===== src/rtl/arp_pkg.sv =====
// Shared ARP constants, field nibble offsets and the nibble ordering helper.
// The encode path uses the same helper so both directions agree on the MII nibble order.
package arp_pkg;

    localparam logic [15:0] ARP_HW_TYPE    = 16'h0001;
    localparam logic [15:0] ARP_PROT_TYPE  = 16'h0800;
    localparam logic [7:0]  ARP_HW_LEN     = 8'h06;
    localparam logic [7:0]  ARP_PROT_LEN   = 8'h04;
    localparam logic [15:0] ARP_OPER_REQ   = 16'h0001;
    localparam logic [15:0] ARP_OPER_REPLY = 16'h0002;

    localparam int HTYPE_OFF       = 0;
    localparam int PTYPE_OFF       = 4;
    localparam int HLEN_OFF        = 8;
    localparam int PLEN_OFF        = 10;
    localparam int OPER_OFF        = 12;
    localparam int SHA_OFF         = 16;
    localparam int SPA_OFF         = 28;
    localparam int THA_OFF         = 36;
    localparam int TPA_OFF         = 48;
    localparam int ARP_LEN_NIBBLES = 56;

    typedef enum logic [2:0] {
        ST_IDLE,
        ST_RECV,
        ST_CHECK,
        ST_HOLD,
        ST_DONE,
        ST_DROP
    } arp_dec_state_t;

    // Nibble j of a width-bit field: bytes go MSB first, low nibble of each byte first.
    function automatic logic [47:0] arp_nib_insert(input logic [47:0] field, input int width,
                                                   input int j, input logic [3:0] nib);
        logic [47:0] r;
        int          lsb;
        lsb = width - 8 * (j / 2 + 1) + 4 * (j % 2);
        r = field;
        r[lsb +: 4] = nib;
        return r;
    endfunction

endpackage


===== src/rtl/arp_decode_if.sv =====
// Nibble input stream plus decoded-request handshake of the ARP receive path.
// master = nibble source / request consumer, slave = arp_decode.
interface arp_decode_if;
    logic        en;
    logic        din_valid;
    logic [3:0]  din;
    logic        req_valid;
    logic        req_ready;
    logic [15:0] oper;
    logic [47:0] sha;
    logic [31:0] spa;
    logic        err;

    modport master (
        output en, din_valid, din, req_ready,
        input  req_valid, oper, sha, spa, err
    );

    modport slave (
        input  en, din_valid, din, req_ready,
        output req_valid, oper, sha, spa, err
    );
endinterface


===== src/rtl/arp_field_shift.sv =====
// Deserialises one ARP field from the nibble stream: captures the nibbles whose
// index falls inside [OFF, OFF + WIDTH/4) into their byte/nibble slot.
module arp_field_shift
    import arp_pkg::*;
#(
    parameter int WIDTH = 16,
    parameter int OFF   = 0
) (
    input  logic             clk,
    input  logic             rst,
    input  logic             load_i,
    input  logic [5:0]       idx_i,
    input  logic [3:0]       nib_i,
    output logic [WIDTH-1:0] field_o
);
    logic [WIDTH-1:0] field_q, field_d;
    logic             hit;

    always_comb begin
        hit     = (int'(idx_i) >= OFF) && (int'(idx_i) < OFF + WIDTH / 4);
        field_d = field_q;
        if (load_i && hit) begin
            field_d = WIDTH'(arp_nib_insert(48'(field_q), WIDTH, int'(idx_i) - OFF, nib_i));
        end
    end

    always_ff @(posedge clk) begin
        if (rst) begin
            field_q <= '0;
        end else begin
            field_q <= field_d;
        end
    end

    assign field_o = field_q;
endmodule


===== src/rtl/arp_decode.sv =====
// ARP receive decoder: parses the 28-byte payload from MII nibbles, validates it and
// presents sender HA/PA plus opcode through a registered valid/ready handshake.
module arp_decode
    import arp_pkg::*;
#(
    parameter logic [47:0] MAC_ADDR = 48'h0,
    parameter logic [31:0] IP_ADDR  = 32'h0
) (
    input logic         clk,
    input logic         rst,
    arp_decode_if.slave bus
);
    localparam logic [5:0] LAST_K = 6'(ARP_LEN_NIBBLES - 1);

    arp_dec_state_t state_q, state_d;
    logic           en_q, dv_q, ign_q;
    logic [3:0]     din_q;
    logic [5:0]     k_q, k_d;
    logic           req_valid_q, req_valid_d;
    logic           err_q, err_d;
    logic [15:0]    oper_q, oper_d;
    logic [47:0]    sha_q, sha_d;
    logic [31:0]    spa_q, spa_d;
    logic           load, frame_ok, pending;

    logic [15:0]    htype_f, ptype_f, oper_f;
    logic [7:0]     hlen_f, plen_f;
    logic [47:0]    sha_f, tha_f;
    logic [31:0]    spa_f, tpa_f;

    // Shadow buffer: every field is captured here while the frame streams in.
    assign load = en_q && dv_q && ((state_q == ST_IDLE && !ign_q) || state_q == ST_RECV);

    arp_field_shift #(.WIDTH(16), .OFF(HTYPE_OFF)) u_htype (.clk(clk), .rst(rst),
        .load_i(load), .idx_i(k_q), .nib_i(din_q), .field_o(htype_f));
    arp_field_shift #(.WIDTH(16), .OFF(PTYPE_OFF)) u_ptype (.clk(clk), .rst(rst),
        .load_i(load), .idx_i(k_q), .nib_i(din_q), .field_o(ptype_f));
    arp_field_shift #(.WIDTH(8),  .OFF(HLEN_OFF))  u_hlen  (.clk(clk), .rst(rst),
        .load_i(load), .idx_i(k_q), .nib_i(din_q), .field_o(hlen_f));
    arp_field_shift #(.WIDTH(8),  .OFF(PLEN_OFF))  u_plen  (.clk(clk), .rst(rst),
        .load_i(load), .idx_i(k_q), .nib_i(din_q), .field_o(plen_f));
    arp_field_shift #(.WIDTH(16), .OFF(OPER_OFF))  u_oper  (.clk(clk), .rst(rst),
        .load_i(load), .idx_i(k_q), .nib_i(din_q), .field_o(oper_f));
    arp_field_shift #(.WIDTH(48), .OFF(SHA_OFF))   u_sha   (.clk(clk), .rst(rst),
        .load_i(load), .idx_i(k_q), .nib_i(din_q), .field_o(sha_f));
    arp_field_shift #(.WIDTH(32), .OFF(SPA_OFF))   u_spa   (.clk(clk), .rst(rst),
        .load_i(load), .idx_i(k_q), .nib_i(din_q), .field_o(spa_f));
    arp_field_shift #(.WIDTH(48), .OFF(THA_OFF))   u_tha   (.clk(clk), .rst(rst),
        .load_i(load), .idx_i(k_q), .nib_i(din_q), .field_o(tha_f));
    arp_field_shift #(.WIDTH(32), .OFF(TPA_OFF))   u_tpa   (.clk(clk), .rst(rst),
        .load_i(load), .idx_i(k_q), .nib_i(din_q), .field_o(tpa_f));

    assign frame_ok = (htype_f == ARP_HW_TYPE) && (ptype_f == ARP_PROT_TYPE) &&
                      (hlen_f == ARP_HW_LEN) && (plen_f == ARP_PROT_LEN) &&
                      (tpa_f == IP_ADDR) &&
                      ((oper_f == ARP_OPER_REQ) ||
                       (oper_f == ARP_OPER_REPLY && tha_f == MAC_ADDR));

    // A previous request still waiting for its consumer makes the new frame an overflow.
    assign pending = req_valid_q && !bus.req_ready;

    always_comb begin
        state_d     = state_q;
        k_d         = k_q;
        err_d       = 1'b0;
        req_valid_d = req_valid_q;
        oper_d      = oper_q;
        sha_d       = sha_q;
        spa_d       = spa_q;
        if (req_valid_q && bus.req_ready) begin
            req_valid_d = 1'b0;
        end
        case (state_q)
            ST_IDLE: begin
                k_d = '0;
                if (en_q && dv_q && !ign_q) begin
                    k_d     = 6'd1;
                    state_d = ST_RECV;
                end
            end
            ST_RECV: begin
                if (!en_q) begin
                    state_d = ST_DROP;
                    err_d   = 1'b1;
                end else if (dv_q) begin
                    if (k_q == LAST_K) begin
                        state_d = ST_CHECK;
                    end else begin
                        k_d = k_q + 6'd1;
                    end
                end
            end
            ST_CHECK: begin
                k_d = '0;
                if (frame_ok && !pending) begin
                    state_d     = ST_HOLD;
                    req_valid_d = 1'b1;
                    oper_d      = oper_f;
                    sha_d       = sha_f;
                    spa_d       = spa_f;
                end else begin
                    state_d = ST_DROP;
                    err_d   = 1'b1;
                end
            end
            // The held request lives in req_valid_q, so the receiver may rearm once en falls.
            ST_HOLD: begin
                if (req_valid_q && bus.req_ready) begin
                    state_d = ST_DONE;
                end else if (!en_q) begin
                    state_d = ST_IDLE;
                end
            end
            ST_DONE, ST_DROP: begin
                if (!en_q) begin
                    state_d = ST_IDLE;
                end
            end
            default: state_d = ST_IDLE;
        endcase
    end

    // Stream inputs are registered once; ign_q blocks the tail of a frame cut by reset.
    always_ff @(posedge clk) begin
        if (rst) begin
            en_q        <= 1'b0;
            dv_q        <= 1'b0;
            din_q       <= '0;
            ign_q       <= 1'b1;
            state_q     <= ST_IDLE;
            k_q         <= '0;
            req_valid_q <= 1'b0;
            err_q       <= 1'b0;
            oper_q      <= '0;
            sha_q       <= '0;
            spa_q       <= '0;
        end else begin
            en_q        <= bus.en;
            dv_q        <= bus.din_valid;
            din_q       <= bus.din;
            if (!bus.en) begin
                ign_q <= 1'b0;
            end
            state_q     <= state_d;
            k_q         <= k_d;
            req_valid_q <= req_valid_d;
            err_q       <= err_d;
            oper_q      <= oper_d;
            sha_q       <= sha_d;
            spa_q       <= spa_d;
        end
    end

    assign bus.req_valid = req_valid_q;
    assign bus.err       = err_q;
    assign bus.oper      = oper_q;
    assign bus.sha       = sha_q;
    assign bus.spa       = spa_q;
endmodule

===== src/flat_wrapper.sv =====
// flat-port wrapper written by rule: the top's interface ports become plain ports
module arp_decode_flat import arp_pkg::*;
#(
    parameter logic [47:0] MAC_ADDR = 48'h0,
    parameter logic [31:0] IP_ADDR  = 32'h0
)
  (clk, rst, bus_en, bus_din_valid, bus_din, bus_req_ready, bus_req_valid, bus_oper, bus_sha, bus_spa, bus_err);
  arp_decode_if bus_i ();
  input logic clk;
  input logic rst;
  input wire logic [$bits(bus_i.en)-1:0] bus_en;
  input wire logic [$bits(bus_i.din_valid)-1:0] bus_din_valid;
  input wire logic [$bits(bus_i.din)-1:0] bus_din;
  input wire logic [$bits(bus_i.req_ready)-1:0] bus_req_ready;
  output wire logic [$bits(bus_i.req_valid)-1:0] bus_req_valid;
  output wire logic [$bits(bus_i.oper)-1:0] bus_oper;
  output wire logic [$bits(bus_i.sha)-1:0] bus_sha;
  output wire logic [$bits(bus_i.spa)-1:0] bus_spa;
  output wire logic [$bits(bus_i.err)-1:0] bus_err;
  assign bus_i.en = bus_en;
  assign bus_i.din_valid = bus_din_valid;
  assign bus_i.din = bus_din;
  assign bus_i.req_ready = bus_req_ready;
  assign bus_req_valid = bus_i.req_valid;
  assign bus_oper = bus_i.oper;
  assign bus_sha = bus_i.sha;
  assign bus_spa = bus_i.spa;
  assign bus_err = bus_i.err;
  arp_decode #(.MAC_ADDR(MAC_ADDR), .IP_ADDR(IP_ADDR)) u_core (.clk(clk), .rst(rst), .bus(bus_i));
endmodule

===== config.mk =====
export PLATFORM = sky130hd
export DESIGN_NAME = arp_decode_flat
export DESIGN_NICKNAME = d
export VERILOG_FILES = /design/src/rtl/arp_pkg.sv /design/src/rtl/arp_decode_if.sv /design/src/rtl/arp_field_shift.sv /design/src/rtl/arp_decode.sv /design/src/flat_wrapper.sv
export SDC_FILE = /design/constraint.sdc
export NUM_CORES = 1
export LEC_CHECK = 0
export ABC_AREA = 1
export ABC_CLOCK_PERIOD_IN_PS = 6500
export CORE_ASPECT_RATIO = 0.5
export CORE_MARGIN = 10
export CORE_UTILIZATION = 35
export DETAILED_ROUTE_END_ITERATION = 8
export HOLD_SLACK_MARGIN = 0.08
export SYNTH_ARGS = -nofsm -noshare
export SYNTH_HDL_FRONTEND = slang
export SYNTH_SLANG_ARGS = --single-unit

===== constraint.sdc =====
create_clock -name clk -period 6.5 [get_ports clk]
set_input_delay 0.975 -clock clk [delete_from_list [all_inputs] [get_ports clk]]
set_output_delay 0.975 -clock clk [all_outputs]
set_load 0.01 [all_outputs]

==> key figures, run 1 <==
Place
  – Post-DP Area: 0.0435 sq mm
  – Placed Cells: 8,832
  – Gpl congestion: 0.951
  – Number of I/O port buffers: 106
  – DP HPWL: 111,000 um

Cells and area
  – Fin area: 0.0452 sq mm
  – Layout fillers: 12.6k
  – Final std cells w/o fill: 8,913
  – Final core utilization: 39.8%
  – Post-layout nets: 7,761
  – Antenna Cells: 0
  – Share of cells above drive strength 1: 5.08%
  – Synth-to-layout area growth: 12.2%
  – Register Area: 0.00677 sq mm
  – Footprint of the multi-input gates: 0.0294 sq mm

GRT
  – First-pass GRT wire length: 218,000 um
  – Overflow after GRT: 0
  – Initial antenna violation count: 1
  – Vias in the first global route: 40.4k
  – Pin count of the biggest net entering global routing: 183
  – GRT Overall Usage: 20.2%

Synthesis
  – Post-synth top area share: 20.4%
  – Dominant cell type by area after synthesis: nand2_1
  – FF+latch count, synth: 338
  – Register area share after synthesis: 16.8%
  – Number of flops mapped to enable cells by yosys: 0
  – Syn Nets: 7,635
  – Gate Count Post-Synth: 7,248
  – Cell with the most instances after synthesis: nand2_1
  – Netlist Area Pre-Place: 0.0403 sq mm
  – List of most frequent post-synthesis cells: 2,190 x nand2_1, 1,159 x nor2_1, 1,045 x inv_1, 576 x nand3_1, 388 x a21oi_1
  – Netlist cell types: 65
  – Top_reg_cell synth: dfxtp_1
  – Synth top area cells: nand2_1 20%, dfxtp_1 17%, ha_1 12%, nor2_1 11%, inv_1 9.7%
  – Avg Cell Area, Syn: 5.56 sq um
  – Yosys warnings: 0
  – Ys async rst share: 0%

Timing
  – Fin. max-slew vios: 0
  – Headroom to the max-slew limit: 21.3%
  – Post-layout minimum cycle time: 6.16 ns
  – Worst Max-Slew Pin Slew: 1.18 ns
  – Final hold viol count: 0
  – Post-route clock period utilization: 94.8%
  – Sum Neg Setup Slack: 0 ns
  – Final setup vio count: 0
  – Clock skew: 0.0321 ns
  – Max frequency: 0.162 GHz
  – Hold slack: 0.445 ns

Power and ir drop
  – P_leak: 24.4 nW
  – NetSw: 4.22 mW
  – Sequential share of power: 23.5%
  – Pwr per Cell Area: 196 mW/mm^2
  – Switching share of power: 47.6%
  – Peak supply drop: 0.000151 V
  – Internal power: 4.66 mW
  – Combinational group share of total power: 52.3%
  – Clock power frac: 24.2%

Floorplan
  – Chip width: 500 um
  – Initial Utilization: 35.5%
  – Core area: 0.114 sq mm
  – I/O Pins: 107
  – Die Area: 0.130 sq mm
  – Die Ht: 260 um
  – Row count: 87

Clock network
  – CTS tree: yes
  – CTS sink count: 338
  – H-Tree Depth: 2
  – Worst skew pair latency: 0.55 ns
  – Hold-fix buffers, CTS: 0
  – TritonCTS buffer count: 35
  – Bufs on Longest Clock Path: 3
  – Clock-pin slew on the worst setup and hold paths: 0.06 ns
  – Clock Tree Root: clkbuf_16

Min path
  – Hold Path Cell Cnt: 2
  – WHS Endpoint: u_core.bus.spa[1]
  – HP Start: u_core.u_spa.field_o[1]
  – Min-delay worst type: reg -> reg

Detailed routing
  – Initial DRC Count: 3,703
  – Top sig layer: met5
  – Routed len/inst: 15.5 um
  – Met3 wire len: 9540 um
  – M1 wire length: 68,300 um
  – WL met2: 58,100 um
  – Pre-antenna DRT Iters: 6
  – Vias: 45.1k
  – Detail Route Antenna Nets: 0
  – Final WL: 138,000 um
  – DRC Markers: 0
  – Vias per cell: 5.05

Job
  – Max-Cap Viols: 0

Critical path
  – Req. time, crit path: 6.93 ns
  – Critical Path Most Common Cell: nand2_1
  – Crit. Startpoint: u_core.k_q[4]
  – R2R Path Start: u_core.k_q[4]
  – WP data arrival: 6.60 ns
  – Crit. End Element: flop
  – Critical path class: reg -> reg
  – Crit-path max cell delay: 0.44 ns
  – Reg2reg path depth: 31
  – Crit start category: flop
  – Critical path's slowest cell: fa_1
  – Worst Path Max Fanout: 10
  – Worst R2R End: u_core.u_tpa.field_o[29]
  – Slack of the worst reg-to-reg path: 0.34 ns

Outcome
  – Result of the run: completed
## cells by family after synthesis
family          share of synthesized area [%]
compound gates                           9.81
fa+ha+maj                                11.8
buf+inv                                  11.4
simple gates                             47.3
flops                                    16.8
xor+xnor                                 2.96
## cell usage in the layout (no fill, tap or decap), types with 110 or more instances in the layout
cell,instances
nand4_1,252
buf_4,110
inv_1,1041
o21ai_0,245
nand3_1,574
dfxtp_1,337
a21oi_1,383
ha_1,361
nand2_1,2179
nor2_1,1121
## state kept, by name (all words and copies together), names as in the netlist, 32 cells and up
register and flops:
u_core.bus.sha 48, u_core.u_sha.field_o 48, u_core.u_tha.field_o 48, u_core.bus.spa 32, u_core.u_spa.field_o 32, u_core.u_tpa.field_o 32
## worst max-delay path: cells and delay by family, from the launching register on
| kind | cells | cell delay [ns] |
|---|---|---|
| flip-flops | 1 | 0.40 |
| AND/OR/NAND/NOR | 22 | 3.24 |
| XOR/XNOR | 1 | 0.31 |
| adder cells (fa/ha/maj) | 5 | 1.63 |
| buffers and inverters | 3 | 0.47 |
## stage by stage
stage | setup slack (ns) | power [mW]
after floorplan | 0.0888 | 5.40
after global placement | 0.0614 | 6.61
after detailed placement | -0.0169 | 6.60
after CTS | 0.0436 | 8.76
after global routing | -0.0359 | 9.58
final | 0.339 | 8.88
## layer usage
layer	global-route usage, %	vias to the layer above
met5	0	-
met4	3.29	2
met3	2.47	117
met2	31.7	1182
met1	29.6	20183
li1	-	23566
## final cells by class
class                   instances  area share [%]
inverters                    1060            8.83
repair buffers                220            4.34
multi-input cells            5719            65.0
clock inverters                14           0.368
well taps                    1513            4.19
flip-flops and latches        338            15.0
clock buffers                  49            2.32
## timing repair
action	4_1_cts	5_1_grt
gates cloned	0	3
pin swaps	0	16
gates resized for setup	1	102
setup endpoints to repair	7	208
setup buffers	0	15
## worst max path at each step
stage	slack, ns	endpoint
2_1_floorplan	0.09	u_core.u_plen.field_o[5]
3_3_place_gp	0.06	u_core.u_oper.field_o[2]
3_5_place_dp	-0.02	u_core.u_ptype.field_o[15]
4_1_cts	0.04	u_core.u_oper.field_o[10]
5_1_grt	-0.04	u_core.u_tha.field_o[15]
6_report	0.34	u_core.u_tpa.field_o[29]
## power by group through the flow
stage / Sequential [mW] / Clock [mW] / Combinational, mW
floorplan: 2.13 / 0 / 3.27
CTS: 2.09 / 2.18 / 4.49
finish: 2.09 / 2.15 / 4.64
detailed placement: 2.13 / 0 / 4.47
global placement: 2.13 / 0 / 4.47
global route: 2.09 / 2.26 / 5.23
No activity file was read; power rests on OpenSTA's default activity.
==> inputs of run 2 (changes only) <==
- TNS_END_PERCENT: default -> 5
==> key figures, run 2 (synthesis results as in run 1) <==
Outcome
  – Result of the run: completed

Critical path
  – Crit-path max cell delay: 0.61 ns
  – Crit. End Element: flop
  – Worst Path Max Fanout: 7
  – Critical Path Most Common Cell: nand2_1
  – Critical path's slowest cell: dfxtp_1
  – Crit start category: flop
  – Critical path class: reg -> reg
  – Req. time, crit path: 6.97 ns
  – Reg2reg path depth: 34
  – WP data arrival: 6.62 ns

Timing
  – Post-layout minimum cycle time: 6.16 ns
  – Post-route clock period utilization: 94.7%
  – Worst setup margin: 0.345 ns
  – Final setup vio count: 0
  – Final hold viol count: 0
  – Max frequency: 0.162 GHz
  – Hold slack: 0.445 ns
  – Worst Max-Slew Pin Slew: 1.23 ns
  – RSZ-0062 raised after global routing: yes
  – Fin. max-slew vios: 0
  – Clock skew: 0.0293 ns
  – Headroom to the max-slew limit: 18.0%

Clock network
  – Bufs on Longest Clock Path: 3
  – H-Tree Depth: 2
  – CTS sink count: 338
  – Worst skew pair latency: 0.54 ns
  – Clock-pin slew on the worst setup and hold paths: 0.07 ns
  – CTS tree: yes
  – Hold-fix buffers, CTS: 0
  – Clock Tree Root: clkbuf_16
  – TritonCTS buffer count: 35

Power and ir drop
  – NetSw: 4.22 mW
  – Switching share of power: 47.6%
  – Clock power frac: 24.2%
  – Peak supply drop: 0.000150 V
  – P_leak: 24.4 nW
  – Pwr per Cell Area: 197 mW/mm^2
  – Tot Pwr: 8.88 mW
  – Combinational group share of total power: 52.2%
  – Internal power: 4.65 mW
  – Sequential share of power: 23.5%

Cells and area
  – Antenna Cells: 0
  – Share of cells above drive strength 1: 4.89%
  – Commonest non-fill, non-tap cell in the layout: nand2_1
  – Most frequent cells in the layout: 2,181 x nand2_1, 1,124 x nor2_1, 1,042 x inv_1, 575 x nand3_1, 384 x a21oi_1
  – Footprint of the multi-input gates: 0.0293 sq mm
  – Post-layout nets: 7,757
  – Synth-to-layout area growth: 12.0%
  – Register Area: 0.00677 sq mm
  – Layout fillers: 12.6k

Place
  – DP HPWL: 111,000 um
  – Gpl congestion: 0.951
  – Placement Setup Slack: -0.0169 ns
  – Number of I/O port buffers: 106

Floorplan
  – Chip width: 500 um
  – Initial Utilization: 35.5%
  – Core area: 0.114 sq mm
  – Die Ht: 260 um
  – I/O Pins: 107
  – Row count: 87
  – Die Area: 0.130 sq mm

GRT
  – First-pass GRT wire length: 218,000 um
  – GRT Overall Usage: 20.2%
  – Overflow after GRT: 0
  – Vias in the first global route: 40.4k
  – Pin count of the biggest net entering global routing: 183
  – Initial antenna violation count: 1

Detailed routing
  – DRC Markers: 0
  – Initial DRC Count: 3,803
  – Pre-antenna DRT Iters: 6
  – Final WL: 138,000 um
  – Routed len/inst: 15.5 um
  – Detail Route Antenna Nets: 0
  – Vias per cell: 5.07
  – Vias: 45.1k

Min path
  – Min-delay worst type: reg -> reg
  – Hold Path Cell Cnt: 2

Job
  – Max-Cap Viols: 0
-- run 2: changes by cell type in the layout (fill, tap and decap cells not counted), moves of 2 or more --
cell / change
buf_4: -4
o21ai_0: +4
o21ai_1: -4
nor2_1: +3
ha_1: +2
nand2_1: +2
nand2_2: -2
nor2_4: -2
-- run 2: power groups by stage --
stage | logic (mW) | clock network [mW] | registers [mW]
after floorplan | 3.27 | 0 | 2.13
after global routing | 5.22 | 2.26 | 2.09
final | 4.64 | 2.15 | 2.09
after detailed placement | 4.47 | 0 | 2.13
after global placement | 4.47 | 0 | 2.13
after CTS | 4.49 | 2.18 | 2.09
-- run 2: worst paths after layout --
| kind | from | end | slack, ns |
|---|---|---|---|
| worst min-delay path | u_core.u_sha.field_o[2] | u_core.bus.sha[2] | 0.44 |
| worst max-delay path | u_core.k_q[1] | u_core.u_plen.field_o[7] | 0.34 |
| worst min register to register | u_core.u_sha.field_o[2] | u_core.bus.sha[2] | 0.44 |
| worst max register to register | u_core.k_q[1] | u_core.u_plen.field_o[7] | 0.34 |
-- run 2: area by class of cell --
cell class                 instances  area share (%)
clock inverter                    14           0.369
inverter                        1060            8.85
clock buffer                      49            2.33
tap                             1513            4.19
sequential                       338            15.0
timing repair buffer             216            4.28
multi-input combinational       5719            65.0
-- run 2: critical path, delay by kind of cell, from the launching register on --
family | cells | cell delay [ns]
adders and majority gates | 5 | 1.61
and+or+nand+nor | 24 | 3.01
DFF | 1 | 0.61
buffers and inverters | 5 | 0.85
-- run 2: layer usage --
metal	GRT usage [%]	wire length (um)
met4	3.29	1910
met5	0	13
met2	31.7	58200
met1	29.6	68900
met3	2.47	8870
-- run 2: repair_timing --
action / CTS / global route
gates cloned: 0 / 3
setup endpoints to repair: 7 / 208
gates resized for setup: 1 / 85
setup buffers: 0 / 11
endpoints found under the hold margin: 0 / 0
pin swaps: 0 / 15
-- run 2: through the flow --
stage | cells | TNS, ns | utilization (%) | instance area, sq um
6_report | 8909 | 0 | 39.8 | 45100
5_1_grt | 8909 | -1.40 | 39.8 | 45100
4_1_cts | 8895 | 0 | 39.4 | 44700
3_5_place_dp | 8832 | -0.0398 | 38.3 | 43500
3_3_place_gp | 8832 | 0 | 38.3 | 43500
2_1_floorplan | 7248 | 0 | - | 40300
